<file path="src/rtl/switch_debouncer.sv">
// Debouncer for the switch-level inverter output: two-flop synchroniser,
// stability qualification, clean level, edge strobes and a saturating
// count of accepted transitions.
module switch_debouncer #(
  parameter int unsigned STABLE_CYCLES = 4,
  parameter int unsigned CNT_W         = 8
) (
  input  logic             clk,
  input  logic             rst,
  input  logic             in_raw,
  input  logic             clr,
  output logic             db_out,
  output logic             rise,
  output logic             fall,
  output logic             busy,
  output logic [CNT_W-1:0] edge_cnt
);

  localparam int unsigned SW = $clog2(STABLE_CYCLES) + 1;
  localparam logic [SW-1:0]    STAB_LAST = SW'(STABLE_CYCLES - 1);
  localparam logic [CNT_W-1:0] CNT_MAX   = '1;

  logic          s1;
  logic          s2;
  logic [SW-1:0] stab_cnt;
  logic          accept_c;

  // A candidate level is accepted on the cycle its qualification completes
  assign accept_c = (s2 != db_out) && (stab_cnt == STAB_LAST);

  // Two-flop synchroniser for the asynchronous raw level
  always_ff @(posedge clk or posedge rst) begin
    if (rst) begin
      s1 <= 1'b0;
      s2 <= 1'b0;
    end else begin
      s1 <= in_raw;
      s2 <= s1;
    end
  end

  // Stability counter: restarts whenever s2 agrees with the debounced level
  always_ff @(posedge clk or posedge rst) begin
    if (rst) begin
      stab_cnt <= '0;
    end else if (s2 == db_out || accept_c) begin
      stab_cnt <= '0;
    end else begin
      stab_cnt <= stab_cnt + SW'(1);
    end
  end

  // Debounced level and single-cycle strobes on an accepted transition
  always_ff @(posedge clk or posedge rst) begin
    if (rst) begin
      db_out <= 1'b0;
      rise   <= 1'b0;
      fall   <= 1'b0;
    end else begin
      rise <= accept_c & s2;
      fall <= accept_c & ~s2;
      if (accept_c) begin
        db_out <= s2;
      end
    end
  end

  // Saturating transition counter; clear wins over a same-cycle increment
  always_ff @(posedge clk or posedge rst) begin
    if (rst) begin
      edge_cnt <= '0;
    end else if (clr) begin
      edge_cnt <= '0;
    end else if (accept_c && edge_cnt != CNT_MAX) begin
      edge_cnt <= edge_cnt + CNT_W'(1);
    end
  end

  // Qualification in progress
  assign busy = (stab_cnt != '0);

endmodule

</file>
<file path="config.mk">
export PLATFORM = sky130hd
export DESIGN_NAME = switch_debouncer
export DESIGN_NICKNAME = d
export VERILOG_FILES = /design/src/rtl/switch_debouncer.sv
export SDC_FILE = /design/constraint.sdc
export NUM_CORES = 1
export LEC_CHECK = 0
export CAP_MARGIN = 20
export CORE_MARGIN = 5
export CORE_UTILIZATION = 47
export CTS_CLUSTER_SIZE = 16
export DETAILED_ROUTE_END_ITERATION = 16
export PLACE_DENSITY = 0.75
export SLEW_MARGIN = 20
export SYNTH_ARGS = -nofsm -noshare
export SYNTH_HDL_FRONTEND = slang
export SYNTH_SLANG_ARGS = --single-unit
</file>
<file path="constraint.sdc">
create_clock -name clk -period 1.9 [get_ports clk]
set_input_delay 0.38 -clock clk [delete_from_list [all_inputs] [get_ports clk]]
set_output_delay 0.38 -clock clk [all_outputs]
set_load 0.005 [all_outputs]
</file>
After elaboration in Yosys (flattened, before gate mapping)
Cells that the tools add are included.

Input bits: 4. Output and inout bits: 12. Word-level logic and storage cells: 24. Register bits: 16.

Multiplexer cells: 3. Equality and inequality tests: 4. Bitwise logic cells: 3. Reductions and logical operators: 5. Add/subtract/negate cells: 2.

Operators by type and width (count): two-way mux 8 bit (2); adder 8 x 1 -> 8 bit (second input constant) (1); != test 8 bit (second input constant) (1); adder 3 x 1 -> 3 bit (second input constant) (1); == test 3 x 2 -> 1 bit (second input constant) (1); two-way mux 3 bit (1); nonzero test 3 bit (1); bitwise AND 1 bit (2); logical AND 1 bit (2); nonzero test 2 bit (1); == test 1 bit (1); logical OR 1 bit (1); != test 1 bit (1); NOT 1 bit (1).

Depth between registers and ports, before layout
Word-level depth: 5. Depth in mapped cells: 6. Mapped depth without buffers: 5.

Worst setup path before layout
No wires, ideal clock.

Path type: flip-flop to flip-flop. From: register edge_cnt[0]. To: register edge_cnt[4]. Period minus slack after synthesis: 1507 ps. Library setup time: 78 ps. Data arrival time: 1430 ps. Path buffers: 1. Stages on the path, launching flop included: 7. Required time: 1822 ps. Slack: 393 ps. Cells stage by stage: dfrtp_1 > ha_1 > nand3_1 > o211ai_2 > buf_6 > or3_1 > a21oi_1.

Cells in the longest elaborated chain, start to end: 3. Elaborated cells on any way between the ends: 6. Classes of those cells: add/sub: 1; eq/ne: 1; mux: 2; reduce/logical: 2.

Ends and longest elaborated chain: start, declared (RTL line 16) `output logic [CNT_W-1:0] edge_cnt`; start signal, assigned (RTL line 75) `edge_cnt <= edge_cnt + CNT_W'(1);`; adder 8 x 1 -> 8 bit / != test 8 bit (equally long branches) (RTL line 75, 74); two-way mux 8 bit / logical AND 1 bit (equally long branches) (RTL line 74) `end else if (accept_c && edge_cnt != CNT_MAX) begin`; two-way mux 8 bit / nonzero test 2 bit (equally long branches).

Several ways; a longest one is shown, not always the timed one. The select of a mux whose other input is x is not followed. A chain may end at the register's enable or synchronous reset.

Final worst setup path
From: register stab_cnt[0]. To: register edge_cnt[7].

Cells in the longest elaborated chain, start to end: 4.

Ends and longest elaborated chain: start, declared (RTL line 25) `logic [SW-1:0] stab_cnt;`; start signal, assigned (RTL line 49) `stab_cnt <= stab_cnt + SW'(1);`; == test 3 x 2 -> 1 bit (RTL line 29) `assign accept_c = (s2 != db_out) && (stab_cnt == STAB_LAST);`; logical AND 1 bit (RTL line 29); logical AND 1 bit (RTL line 74); nonzero test 2 bit (no line).

Every way passes these cells.

==> impl_metrics.env <==
export IMPL_status="completed"
export IMPL_critPathSlowestCell="or4_1"
export IMPL_required_ps=2110
export IMPL_portBuffers=15
export IMPL_cp_startpoint="stab_cnt[0]$_DFF_PP0_"
export IMPL_die_w_um=49.53
export IMPL_timing_rr_end="edge_cnt[7]$_DFFE_PP0P_"
export IMPL_synth_area_per_cell_um2=10.64
export IMPL_fin_crit_ps=1685
export IMPL_grt_ovfl_total=0
export IMPL_cp_common_cell="ha_1"
export IMPL_fmax_ghz=0.5934
export IMPL_synth_edf_count=0
export IMPL_drv_slew=0
export IMPL_area_growth_syn_to_layout_pct=27.60
export IMPL_crit_family="adder cells"
export IMPL_initial_core_util_pct=49.33
export IMPL_netlist_top_cells_area="dfrtp_1 55%, ha_1 6.8%, inv_1 4.1%, a21oi_1 3.4%, nor2_1 3.1%"
export IMPL_vias=558
export IMPL_period_share_pct=88.69
export IMPL_setup_viol=0
export IMPL_cts_sinks=16
export IMPL_grt_max_degree=17
export IMPL_seq_area_frac_synth_pct=54.51
export IMPL_path_buf_inv=0
export IMPL_drtIter0Drc=11
export IMPL_rr_startpoint="stab_cnt[0]$_DFF_PP0_"
export IMPL_ys_seq_elements=16
export IMPL_met3_usage_pct=3.313
export IMPL_place_hpwl_um=986.2
export IMPL_pre_cts_ws_ps=162.5
export IMPL_diodes=0
export IMPL_drtPass1Iterations=4
export IMPL_worst_pin_slew_ps=593.4
export IMPL_grtUsageMet2_pct=18.01
export IMPL_startpoint_type="flip-flop"
export IMPL_worstSetupPathType="reg2reg"
export IMPL_cts_root_buf="clkbuf_4"
export IMPL_rrSetupSlack_ps=210
export IMPL_cp_num_cells=5
export IMPL_grt_use_met1_pct=14.23
export IMPL_hp_class="reg2reg"
export IMPL_grt_pass1_wl_um=2201
export IMPL_clock_latency_ps=280
export IMPL_powerDensity_mw_per_mm2=897.5
export IMPL_cts_max_path_buffers=2
export IMPL_layout_nets=95
export IMPL_syn_nets=77
export IMPL_antenna_found_initial=0
export IMPL_drc_errors=0
export IMPL_fin_worst_skew_ps=2.670
export IMPL_grt_pass1_vias=513
export IMPL_cp_end_kind="flip-flop"
export IMPL_avgViaCountPerCell=5.471
export IMPL_num_rows=14
export IMPL_yosys_area_top_type_share_pct=54.51
export IMPL_wl_um=1336
export IMPL_cts_tree="yes"
export IMPL_endpoint="edge_cnt[7]$_DFFE_PP0P_"
export IMPL_cts_clk_slew_worst_paths_ps=90
export IMPL_fin_ws_ps=214.9
export IMPL_gp_congestion=0.7046
export IMPL_ir_drop_v=0.0006735
export IMPL_placed_cells=98
export IMPL_ys_flop_type="dfrtp_1"
export IMPL_hold_viol_final=0
export IMPL_fillCellCount=110
export IMPL_async_flop_share_pct=100.0
export IMPL_yosysUniqueCellTypes=23
export IMPL_fin_tns_setup_ps=0
export IMPL_crit_path_max_incr_delay_ps=430
export IMPL_htreeDepth=1
export IMPL_synth_most_common_cell="dfrtp_1"
export IMPL_numCtsBuffers=3
export IMPL_crit_chain="ha_1 > ha_1 > o211ai_4 > or4_1 > a21oi_1"
export IMPL_yosys_warnings=0
export IMPL_crit_arrival_ps=1890
export IMPL_ctsHoldBuffers=0
export IMPL_grt_usage_pct=11.22
export IMPL_synthTopCellsByCount="16 x dfrtp_1, 8 x inv_1, 6 x nor2_1"
export IMPL_die_h_um=49.53
export IMPL_synthCells=69
export IMPL_grt_busiest_layer="met2"
export IMPL_fin_cells=102
export IMPL_yosys_area_top_type="dfrtp_1"
export IMPL_slew_limit_headroom_pct=60.40
export IMPL_final_antenna_net_count=0
export IMPL_p_leak_nw=0.4157
export IMPL_drv_cap=0
export IMPL_rr_worst_depth=5
export IMPL_wire_per_inst_um=13.10
export IMPL_synth_cell_area_um2=734.5
export IMPL_core_area_mm2=0.001489
export IMPL_drive_gt1_share_pct=6.977
export IMPL_cp_max_fo=12
export IMPL_power_mw=0.8411
export IMPL_boundaryPins=16
export IMPL_rsz0062_at_grt="no"
export IMPL_dieArea_mm2=0.002453
-- through the flow --
| stage | utilization [%] | hold WS [ps] | instance area, µm² |
|---|---|---|---|
| floorplan | - | 293.7 | 734.5 |
| global placement | 59.75 | 336.2 | 889.6 |
| detailed placement | 59.75 | 348.4 | 889.6 |
| CTS | 62.18 | 369.9 | 925.9 |
| global route | 62.94 | 382.3 | 937.1 |
| finish | 62.94 | 370.3 | 937.1 |
-- worst register-to-register path: stages, from the launching register on --
cell and delay [ps]:
dfrtp_1 380, ha_1 170, ha_1 290, o211ai_4 180
or4_1 430, a21oi_1 160
-- power breakdown --
group	leakage (nW)	internal [mW]	switching [mW]	total, mW
registers	0.215	0.380	0.0347	0.414
logic	0.180	0.104	0.101	0.206
clock network	0.0210	0.117	0.104	0.221
total	0.416	0.601	0.240	0.841
-- final cells by class --
cell class | count | area [µm²] | area share (%)
multi-input combinational | 43 | 297.8 | 31.78
clock buffer | 4 | 36.28 | 3.872
tap | 16 | 20.02 | 2.136
timing repair buffer | 15 | 152.6 | 16.29
sequential | 16 | 400.4 | 42.72
inverter | 8 | 30.03 | 3.204
-- cells by family (layout without fill, tap and decap cells) --
| kind of cell | after synthesis | count (layout) | synth area share (%) |
|---|---|---|---|
| AO/OA/AOI/OAI | 13 | 13 | 10.90 |
| XOR/XNOR | 2 | 2 | 3.408 |
| adder cells (fa/ha/maj) | 4 | 4 | 6.815 |
| buffers and inverters | 10 | 27 | 6.132 |
| flip-flops | 16 | 16 | 54.51 |
| multiplexers | 1 | 1 | 1.363 |
| AND/OR/NAND/NOR | 23 | 23 | 16.86 |
-- layout by cell type, fill, tap and decap left out --
cell             netlist  routed
dfrtp_1               16      16
clkdlybuf4s50_1        0      14
inv_1                  8       8
nor2_1                 6       6
a21oi_1                5       5
o21ai_0                4       4
ha_1                   4       4
nand2_1                3       3
nand3_1                3       3
or3_1                  3       3
clkbuf_4               0       3
nand4_1                2       2
o31ai_1                2       2
or4_1                  2       2
xor2_2                 1       1
o211ai_4               0       1
and4_1                 1       1
nor3_1                 1       1
a211oi_1               1       1
or2b_1                 1       1
nor3b_1                1       1
xor2_1                 1       1
mux2i_1                1       1
clkbuf_8               0       1
dlymetal6s2s_1         0       1
-- worst min-delay path by stage --
| stage | from | endpoint | slack (ps) | depth (start not counted) |
|---|---|---|---|---|
| finish | s1$_DFF_PP0_ | s2$_DFF_PP0_ | 370 | 0 |
| global route | s1$_DFF_PP0_ | s2$_DFF_PP0_ | 380 | 0 |
| CTS | s1$_DFF_PP0_ | s2$_DFF_PP0_ | 370 | 0 |
| detailed placement | s1$_DFF_PP0_ | s2$_DFF_PP0_ | 350 | 0 |
| global placement | s1$_DFF_PP0_ | s2$_DFF_PP0_ | 340 | 0 |
| floorplan | rst | db_out$_DFFE_PP0P_ | 290 | 1 |
-- layer usage --
metal	vias up	routed length, µm
met2	14	649
met1	265	601
met3	2	71
met4	0	13
li1	277	-
met5	-	0
-- timing repair --
| action | in CTS | in global routing |
|---|---|---|
| buffers inserted | 0 | 0 |
| resized for setup | 0 | 2 |
| setup endpoints to repair | 0 | 2 |
-- flip-flops by register name (all words and copies together), names as in the netlist --
register	cells
db_out	1
edge_cnt	8
fall	1
rise	1
s1	1
s2	1
stab_cnt	3
(Power assumes the default switching activity.)
